File: config.mk
export PLATFORM = sky130hd
export DESIGN_NAME = pc_src_ctrl_flat
export DESIGN_NICKNAME = d
export VERILOG_FILES = /design/src/rtl/otter_pkg.sv /design/src/rtl/pc_src_ctrl_if.sv /design/src/rtl/branch_cond_gen.sv /design/src/rtl/pc_src_ctrl.sv /design/src/flat_wrapper.sv
export SDC_FILE = /design/constraint.sdc
export NUM_CORES = 1
export LEC_CHECK = 0
export ABC_AREA = 1
export BUFFER_PORTS_ARGS = -buffer_cell sky130_fd_sc_hd__buf_2
export CAP_MARGIN = 20
export CORE_AREA = 2 2 39 41
export CTS_CLUSTER_SIZE = 14
export DETAILED_ROUTE_END_ITERATION = 6
export DIE_AREA = 0 0 41 43
export GPL_ROUTABILITY_DRIVEN = 0
export GPL_TIMING_DRIVEN = 0
export PLACE_DENSITY = 0.63
export SLEW_MARGIN = 0
export SYNTH_ARGS = -nofsm -noshare
export SYNTH_HDL_FRONTEND = slang
export SYNTH_SLANG_ARGS = --single-unit
File: constraint.sdc
create_clock -name CLK -period 2.2 [get_ports CLK]
set_input_delay 0.11 -clock CLK [delete_from_list [all_inputs] [get_ports CLK]]
set_output_delay 0.11 -clock CLK [all_outputs]
set_load 0.02 [all_outputs]
File: src/rtl/otter_pkg.sv
// Shared OTTER definitions: opcodes, PC-source select codes, branch FUNC3 codes, control FSM state.
// Latency: none (types and constants only).
// Backpressure: not applicable.
package otter_pkg;

   typedef enum logic [6:0] {
      OPC_LUI    = 7'b0110111,
      OPC_AUIPC  = 7'b0010111,
      OPC_JAL    = 7'b1101111,
      OPC_JALR   = 7'b1100111,
      OPC_BRANCH = 7'b1100011,
      OPC_LOAD   = 7'b0000011,
      OPC_STORE  = 7'b0100011,
      OPC_OP_IMM = 7'b0010011,
      OPC_OP     = 7'b0110011,
      OPC_SYSTEM = 7'b1110011
   } opcode_t;

   typedef enum logic [2:0] {
      PC_NEXT   = 3'd0,
      PC_JALR   = 3'd1,
      PC_BRANCH = 3'd2,
      PC_JAL    = 3'd3,
      PC_INTR   = 3'd4
   } pc_src_t;

   localparam logic [2:0] F3_BEQ  = 3'b000;
   localparam logic [2:0] F3_BNE  = 3'b001;
   localparam logic [2:0] F3_BLT  = 3'b100;
   localparam logic [2:0] F3_BGE  = 3'b101;
   localparam logic [2:0] F3_BLTU = 3'b110;
   localparam logic [2:0] F3_BGEU = 3'b111;

   typedef logic [1:0] state_t;
   localparam state_t ST_FETCH = 2'd0;
   localparam state_t ST_EXEC  = 2'd1;
   localparam state_t ST_WB    = 2'd2;
   localparam state_t ST_INTR  = 2'd3;

   // True for every opcode the core implements; anything else is illegal.
   function automatic logic is_known_opcode(input logic [6:0] opc);
      case (opc)
         OPC_LUI, OPC_AUIPC, OPC_JAL, OPC_JALR, OPC_BRANCH,
         OPC_LOAD, OPC_STORE, OPC_OP_IMM, OPC_OP, OPC_SYSTEM: is_known_opcode = 1'b1;
         default:                                             is_known_opcode = 1'b0;
      endcase
   endfunction

endpackage

File: src/rtl/pc_src_ctrl_if.sv
// Control/datapath bundle between the OTTER datapath and the PC-source controller.
// Latency: none (wires only).
// Backpressure: none; every signal is valid every cycle.
// Ports: OPCODE/FUNC3/BR_* /INTR/MIE flow datapath->controller, PC_SOURCE/PC_WRITE/MEM_RE1/MEM_RE2/INT_TAKEN/ILLEGAL flow back.
interface pc_src_ctrl_if #(
   parameter int PC_SRC_W = 3
);
   logic [6:0]          OPCODE;
   logic [2:0]          FUNC3;
   logic                BR_EQ;
   logic                BR_LT;
   logic                BR_LTU;
   logic                INTR;
   logic                MIE;
   logic [PC_SRC_W-1:0] PC_SOURCE;
   logic                PC_WRITE;
   logic                MEM_RE1;
   logic                MEM_RE2;
   logic                INT_TAKEN;
   logic                ILLEGAL;

   // Datapath side.
   modport master (
      output OPCODE, FUNC3, BR_EQ, BR_LT, BR_LTU, INTR, MIE,
      input  PC_SOURCE, PC_WRITE, MEM_RE1, MEM_RE2, INT_TAKEN, ILLEGAL
   );

   // Controller side.
   modport slave (
      input  OPCODE, FUNC3, BR_EQ, BR_LT, BR_LTU, INTR, MIE,
      output PC_SOURCE, PC_WRITE, MEM_RE1, MEM_RE2, INT_TAKEN, ILLEGAL
   );
endinterface

File: src/rtl/branch_cond_gen.sv
// Branch-taken resolution from FUNC3 and the comparator flags.
// Latency: combinational, zero cycles.
// Backpressure: none.
// Ports: func3, br_eq, br_lt, br_ltu in; taken out (0 for the unused FUNC3 codes 010/011).
module branch_cond_gen
   import otter_pkg::*;
(
   input  logic [2:0] func3,
   input  logic       br_eq,
   input  logic       br_lt,
   input  logic       br_ltu,
   output logic       taken
);
   always_comb begin
      taken = 1'b0;
      case (func3)
         F3_BEQ:  taken = br_eq;
         F3_BNE:  taken = !br_eq;
         F3_BLT:  taken = br_lt;
         F3_BGE:  taken = !br_lt;
         F3_BLTU: taken = br_ltu;
         F3_BGEU: taken = !br_ltu;
         default: taken = 1'b0;
      endcase
   end
endmodule

File: src/rtl/pc_src_ctrl.sv
// OTTER multicycle sequencer: fetch/exec/writeback/interrupt FSM driving PC_SOURCE and PC_WRITE.
// Latency: non-load 2 cycles, load 3 cycles, interrupt entry adds 1 cycle.
// Backpressure: none; outputs are valid every cycle and forced to 0 while RST is high.
// Ports: CLK, RST (sync, active-high), bus (pc_src_ctrl_if.slave).
// Build option: define ILLEGAL_TRAP_EN to trap unrecognised opcodes / BRANCH FUNC3 010,011 into ST_INTR.
module pc_src_ctrl
   import otter_pkg::*;
#(
   parameter int PC_SRC_W  = 3,
   parameter bit SYNC_INTR = 1'b1
) (
   input  logic          CLK,
   input  logic          RST,
   pc_src_ctrl_if.slave  bus
);

   state_t    state;
   state_t    state_nxt;
   logic [1:0] sync_q;
   logic      intr_s;
   logic      pending;
   logic      br_taken;
   logic      trap;

   pc_src_t   src;
   logic      pc_write;
   logic      mem_re1;
   logic      mem_re2;
   logic      int_taken;
   logic      illegal;

   branch_cond_gen u_branch_cond_gen (
      .func3  (bus.FUNC3),
      .br_eq  (bus.BR_EQ),
      .br_lt  (bus.BR_LT),
      .br_ltu (bus.BR_LTU),
      .taken  (br_taken)
   );

   // INTR is asynchronous to CLK unless the integrator guarantees otherwise.
   always_ff @(posedge CLK) begin
      if (RST) sync_q <= 2'b00;
      else     sync_q <= {sync_q[0], bus.INTR};
   end

   assign intr_s = SYNC_INTR ? sync_q[1] : bus.INTR;

   // Clear has priority: the request that triggered entry is consumed in ST_INTR,
   // and a still-asserted INTR only re-arms once software re-enables MIE.
   always_ff @(posedge CLK) begin
      if (RST)                    pending <= 1'b0;
      else if (state == ST_INTR)  pending <= 1'b0;
      else if (intr_s && bus.MIE) pending <= 1'b1;
   end

`ifdef ILLEGAL_TRAP_EN
   assign trap = !is_known_opcode(bus.OPCODE) ||
                 ((bus.OPCODE == OPC_BRANCH) && (bus.FUNC3[2:1] == 2'b01));
`else
   assign trap = 1'b0;
`endif

   always_comb begin
      state_nxt = state;
      src       = PC_NEXT;
      pc_write  = 1'b0;
      mem_re1   = 1'b0;
      mem_re2   = 1'b0;
      int_taken = 1'b0;
      illegal   = 1'b0;
      case (state)
         ST_FETCH: begin
            mem_re1   = 1'b1;
            state_nxt = ST_EXEC;
         end
         ST_EXEC: begin
            if (bus.OPCODE == OPC_LOAD) begin
               // Load finishes in ST_WB so it is never split by an interrupt.
               mem_re2   = 1'b1;
               state_nxt = ST_WB;
            end else if (trap) begin
               illegal   = 1'b1;
               state_nxt = ST_INTR;
            end else begin
               pc_write = 1'b1;
               case (bus.OPCODE)
                  OPC_JAL:    src = PC_JAL;
                  OPC_JALR:   src = PC_JALR;
                  OPC_BRANCH: src = br_taken ? PC_BRANCH : PC_NEXT;
                  default:    src = PC_NEXT;
               endcase
               state_nxt = pending ? ST_INTR : ST_FETCH;
            end
         end
         ST_WB: begin
            pc_write  = 1'b1;
            state_nxt = pending ? ST_INTR : ST_FETCH;
         end
         ST_INTR: begin
            // Any jump/branch target was already loaded in ST_EXEC; the vector overrides it.
            src       = PC_INTR;
            pc_write  = 1'b1;
            int_taken = 1'b1;
            state_nxt = ST_FETCH;
         end
         default: state_nxt = ST_FETCH;
      endcase
   end

   always_ff @(posedge CLK) begin
      if (RST) state <= ST_FETCH;
      else     state <= state_nxt;
   end

   // Gate on RST so an instruction caught mid-flight never writes the PC.
   assign bus.PC_SOURCE = RST ? '0 : PC_SRC_W'(src);
   assign bus.PC_WRITE  = !RST && pc_write;
   assign bus.MEM_RE1   = !RST && mem_re1;
   assign bus.MEM_RE2   = !RST && mem_re2;
   assign bus.INT_TAKEN = !RST && int_taken;
   assign bus.ILLEGAL   = !RST && illegal;

endmodule

File: src/flat_wrapper.sv
// flat-port wrapper written by rule: the top's interface ports become plain ports
module pc_src_ctrl_flat import otter_pkg::*;
#(
   parameter int PC_SRC_W  = 3,
   parameter bit SYNC_INTR = 1'b1
)
  (CLK, RST, bus_OPCODE, bus_FUNC3, bus_BR_EQ, bus_BR_LT, bus_BR_LTU, bus_INTR, bus_MIE, bus_PC_SOURCE, bus_PC_WRITE, bus_MEM_RE1, bus_MEM_RE2, bus_INT_TAKEN, bus_ILLEGAL);
  pc_src_ctrl_if #(.PC_SRC_W(PC_SRC_W)) bus_i ();
  input  logic CLK;
  input  logic RST;
  input wire logic [$bits(bus_i.OPCODE)-1:0] bus_OPCODE;
  input wire logic [$bits(bus_i.FUNC3)-1:0] bus_FUNC3;
  input wire logic [$bits(bus_i.BR_EQ)-1:0] bus_BR_EQ;
  input wire logic [$bits(bus_i.BR_LT)-1:0] bus_BR_LT;
  input wire logic [$bits(bus_i.BR_LTU)-1:0] bus_BR_LTU;
  input wire logic [$bits(bus_i.INTR)-1:0] bus_INTR;
  input wire logic [$bits(bus_i.MIE)-1:0] bus_MIE;
  output wire logic [$bits(bus_i.PC_SOURCE)-1:0] bus_PC_SOURCE;
  output wire logic [$bits(bus_i.PC_WRITE)-1:0] bus_PC_WRITE;
  output wire logic [$bits(bus_i.MEM_RE1)-1:0] bus_MEM_RE1;
  output wire logic [$bits(bus_i.MEM_RE2)-1:0] bus_MEM_RE2;
  output wire logic [$bits(bus_i.INT_TAKEN)-1:0] bus_INT_TAKEN;
  output wire logic [$bits(bus_i.ILLEGAL)-1:0] bus_ILLEGAL;
  assign bus_i.OPCODE = bus_OPCODE;
  assign bus_i.FUNC3 = bus_FUNC3;
  assign bus_i.BR_EQ = bus_BR_EQ;
  assign bus_i.BR_LT = bus_BR_LT;
  assign bus_i.BR_LTU = bus_BR_LTU;
  assign bus_i.INTR = bus_INTR;
  assign bus_i.MIE = bus_MIE;
  assign bus_PC_SOURCE = bus_i.PC_SOURCE;
  assign bus_PC_WRITE = bus_i.PC_WRITE;
  assign bus_MEM_RE1 = bus_i.MEM_RE1;
  assign bus_MEM_RE2 = bus_i.MEM_RE2;
  assign bus_INT_TAKEN = bus_i.INT_TAKEN;
  assign bus_ILLEGAL = bus_i.ILLEGAL;
  pc_src_ctrl #(.PC_SRC_W(PC_SRC_W), .SYNC_INTR(SYNC_INTR)) u_core (.CLK(CLK), .RST(RST), .bus(bus_i));
endmodule
==> flow_summary.yaml, run 1 <==
timing:
  finalSetupViolations: 0
  min_period_over_period_pct: 64.6
  fin_worst_skew_ps: 3.12
  rsz0062_at_grt: "no"
  hold_viol_final: 0
  clock.fmax_mhz: 703
  final_max_slew_viol_count: 0
  setup-tns-final_ps: 0
  period_minus_slack_ps: 1420
routing:
  vias_per_cell: 4.27
  routed_wl_um: 832
  ant_nets: 0
  wl_per_cell_um: 7.63
  drt-initial-drc-count: 4
  via_count: 465
  drt-pass1-iter-count: 3
  drt_drc_violations_left: 0
synthesis:
  synth_fp_nets: 83
  ys_seq_elements: 5
  syn_avg_cell_area_um2: 5.80
  ys_warn_count: 0
  syn_inst: 66
  yosysUniqueCellTypes: 19
  netlist_area_um2: 383
  yosysSeqAreaShare_pct: 26.1
die:
  rows: 14
  die-area_um2: 1760
  die_h_um: 43
  start_util_pct: 27.7
  ioPinCount: 25
  die_w_um: 41
  core_area_um2: 1380
worst_hold_path:
  hold_path_class: "in2reg"
cells_and_area:
  instances_no_fill: 109
  num-nets-final: 111
  syn2layout_area_growth_pct: 42.2
  antenna_cells: 0
  drive_gt1_share_pct: 35.5
power:
  cellPowerDensity_nw_per_um2: 496
  irDropWorstVdd_v: 0.000207
  p_leak_uw: 0.000298
setup_path:
  cp.required_ps: 2090
  cp_max_fo: 5
  timing.critical_path.arrival_ps: 1310
  r2r_cells: 3
  rr_endpoint: "u_core.state[1]"
  critical_path.endpoint: "bus_PC_SOURCE[1]"
  reg2reg_from: "u_core.state[1]"
  ff2ff_setup_slack_ps: 1330
  cp-startpoint: "u_core.state[0]"
  end_kind: "primary output"
  crit_type: "reg2out"
  start_kind: "flop"
clock_network:
  post_cts_buffers: 0
  clk_latency_ps: 240
  cts_root_buffer: "clkbuf_4"
  cts_resized: 0
  h-tree-depth: 1
  cts_tree: "done"
  clock-sinks: 5
  clkTransAtPathRegs_ps: 40
  cts_buffers: 3
  clk_path_buf_depth: 2
  cts_hold_buffers: 0
global_route:
  grt_max_degree: 8
  grt_pass1_wl_mm: 1.24
  grt_overflow_total: 0
  first_global_vias: 391
  antenna_found_initial: 0
  grtUsageTotal_pct: 9.85
placed_design:
  port_buffers: 23
  placed_cells: 105
  dpl.hpwl_um: 729
outcome:
  status: "finished clean"
run:
  cap_violations: 0
[where the power goes]
part,switching [uW],internal [uW],leakage (uW)
sequential,4.97,96.2,0.0000411
combinational,36.7,27.6,0.000242
clock,36.0,68.5,0.0000150
total,77.7,192,0.000298
[logic make-up after synthesis]
family                 Yosys count  share of synthesized area [%]
and+or+nand+nor                 38                           47.1
buffers and inverters           15                           15.7
AOI/OAI and AO/OA                7                           10.1
DFF                              5                           26.1
other                            1                          0.979
[state kept, by name, indices dropped and copies added, names as in the netlist]
signal,count
u_core.pending,1
u_core.state,2
u_core.sync_q,2
[cells in the mapped netlist (all sizes together)]
| master | count | area share (%) |
|---|---|---|
| a21oi | 5 | 7.5 |
| buf | 1 | 2.0 |
| conb | 1 | 0.98 |
| dfxtp | 5 | 26 |
| inv | 14 | 14 |
| nand2 | 14 | 14 |
| nand3 | 5 | 6.5 |
| nand4 | 1 | 1.6 |
| nor2 | 13 | 15 |
| nor3 | 3 | 6.5 |
| nor4 | 1 | 1.6 |
| o21ai | 2 | 2.6 |
| or2 | 1 | 1.6 |
[worst max-delay path, stage by stage, from the launching register on]
cell	delay (ps)
dfxtp_1	400
inv_2	60
nor2_4	90
nand2_2	60
nor2_1	110
o21ai_1	90
a21oi_2	90
buf_2	160
[cells in the final DEF (no fill, tap or decap), drive strengths merged]
cell	instances
or2	1
conb	1
clkbuf	4
nor3	3
dfxtp	5
nor2	13
o21ai	2
inv	14
nand3	5
a21oi	5
buf	24
nor4	1
nand2	14
nand4	1
[layout make-up]
| cell class | instances | area, um2 |
|---|---|---|
| clock buffers | 4 | 26.3 |
| plain buffers | 1 | 7.51 |
| repair buffers | 23 | 115 |
| fillers | 159 | 840 |
| inverters | 14 | 52.6 |
| flip-flops and latches | 5 | 100 |
| multi-input cells | 46 | 223 |
| well taps | 16 | 20.0 |
[metrics by stage]
stage | utilization [%] | hold WS (ps) | total power, uW | worst slack (ps) | instance area [um2]
after floorplan | - | 181 | 141 | 896 | 383
after global placement | 37.4 | 309 | 166 | 1060 | 518
after detailed placement | 37.4 | 317 | 168 | 1050 | 518
after CTS | 39.3 | 76.1 | 275 | 781 | 544
after global routing | 39.3 | 90.4 | 290 | 645 | 544
final | 39.3 | 79.0 | 270 | 778 | 544
[worst min path at each step]
stage / from / endpoint / cells past startpoint
CTS: bus_INTR / u_core.sync_q[0] / 3
finish: bus_INTR / u_core.sync_q[0] / 3
detailed placement: bus_INTR / u_core.sync_q[0] / 3
global route: bus_INTR / u_core.sync_q[0] / 3
floorplan: RST / u_core.sync_q[0] / 1
global placement: bus_INTR / u_core.sync_q[0] / 3
[layer usage]
layer | global-route usage, % | part of all wire [%] | vias up
met1 | 9.68 | 42 | 194
met4 | 4.00 | 0 | 0
met5 | 0 | 0 | -
li1 | - | - | 256
met3 | 2.62 | 9.4 | 0
met2 | 17.8 | 48 | 15
No activity file was read; power rests on OpenSTA's default activity.
==> inputs of run 2 (changes only) <==
PLACE_DENSITY = 0.66   (was 0.63)
clock period = 1.3 ns   (was 2.2 ns; I/O delays follow)
==> flow_summary.yaml, run 2 (synthesized netlist as in run 1, its figures left out) <==
global_route:
  grt_overflow_total: 0
  antenna_found_initial: 0
  first_global_vias: 383
  grt_max_degree: 8
  grtUsageTotal_pct: 10.2
  grt_pass1_wl_mm: 1.24
power:
  irDropWorstVdd_v: 0.000395
  p_leak_uw: 0.000301
  cellPowerDensity_nw_per_um2: 830
  p_total_uw: 460
cells_and_area:
  layout_common_cells: "22 x buf_2, 13 x inv_1, 13 x nand2_1, 12 x nor2_1, 5 x nand3_1"
  num-nets-final: 111
  drive_gt1_share_pct: 37.6
  instances_no_fill: 109
  finish.utilization_pct: 40.1
  antenna_cells: 0
  syn2layout_area_growth_pct: 44.8
  reg.largest.list: "u_core.state: 2 flops, u_core.sync_q: 2 flops, u_core.pending: 1 flops"
  layout_commonest_cell: "buf_2"
routing:
  wl_met2_um: 404
  vias_per_cell: 4.38
  routed_wl_um: 870
  drt_drc_violations_left: 0
  wl_met3_um: 91
  wl_per_cell_um: 7.98
  via_count: 477
  drt-pass1-iter-count: 4
  drt-initial-drc-count: 12
  wl_met1_um: 375
  ant_nets: 0
  topRoutingLayerUsed: "met3"
die:
  die_w_um: 41
  die_h_um: 43
  die-area_um2: 1760
  start_util_pct: 27.7
  rows: 14
  core_area_um2: 1380
  ioPinCount: 25
clock_network:
  post_cts_buffers: 0
  clk_latency_ps: 240
  clk_path_buf_depth: 2
  clkTransAtPathRegs_ps: 40
  cts_root_buffer: "clkbuf_4"
  cts_buffers: 3
  h-tree-depth: 1
  clock-sinks: 5
  cts_tree: "done"
placed_design:
  placed_cells: 105
  port_buffers: 23
  dpl.hpwl_um: 730
setup_path:
  timing.critical_path.arrival_ps: 1180
  crit_type: "reg2out"
  cp_slowest_stage_delay_ps: 370
  cp.required_ps: 1240
  cp_slowest_cell: "dfxtp_4"
  crit_family: "flip-flops"
  crit_buf_inv: 2
  cp_max_fo: 5
  path_cells: "inv_4, nor2_4, nand2_2, nor2_1, o21ai_1, a21oi_2, buf_4"
  start_kind: "flop"
  end_kind: "primary output"
timing:
  rsz0062_at_grt: "yes"
  final_max_slew_viol_count: 0
  finalSetupViolations: 0
  hold_slack_ps: 24.7
  hold_viol_final: 0
  fin_worst_skew_ps: 1.08
  period_minus_slack_ps: 1250
  min_period_over_period_pct: 96.0
  clock.fmax_mhz: 801
run:
  cap_violations: 0
worst_hold_path:
  hold_path_class: "in2reg"
outcome:
  status: "finished clean"
## run 2: cell counts in the layout (fill, tap and decap cells not counted)
No cell type changed its count.
## run 2: path summary, 6_finish.rpt
check / from / endpoint / slack (ps) / cells past startpoint
hold / removal: bus_INTR / u_core.sync_q[0] / 20 / 3
setup reg to reg: u_core.state[1] / u_core.state[1] / 480 / 3
hold reg to reg: u_core.sync_q[0] / u_core.sync_q[1] / 420 / 2
setup / recovery: u_core.state[0] / bus_PC_SOURCE[1] / 50 / 7
## run 2: per-stage QoR
stage          instance area (um2)  setup TNS (ps)  setup WS [ps]
2_1_floorplan                  383               0           41.4
3_3_place_gp                   518               0            209
3_5_place_dp                   518               0            208
4_1_cts                        548               0           5.53
5_1_grt                        554           -82.6          -45.4
6_report                       554               0           52.2
## run 2: final cells by class
cell class	count	area (um2)
well taps	16	20.0
repair buffers	23	118
fillers	159	830
multi-input cells	46	223
inverters	14	55.1
plain buffers	1	7.51
flip-flops and latches	5	105
clock buffers	4	26.3
## run 2: metal layers
layer	GRT usage, %	vias to the layer above
li1	-	256
met1	10.6	197
met2	16.9	24
met3	1.57	0
met4	8.00	0
met5	0	-
## run 2: worst reg2reg max path, cell delays in order (launching register included)
cell and delay, ps:
dfxtp_2 350, nand2_1 120, nand2_1 90, nor3_2 170
## run 2: timing repair
item | in CTS | in global routing
gates resized for setup | 2 | 3
pin swaps | 0 | 1
setup endpoints to repair | 2 | 2
hold buffers | 0 | 0
## run 2: power breakdown
part | switching [uW] | total, uW | internal [uW] | leakage, uW
clock | 60.1 | 176 | 116 | 0.0000150
sequential | 9.75 | 174 | 164 | 0.0000422
combinational | 62.6 | 110 | 47.5 | 0.000244
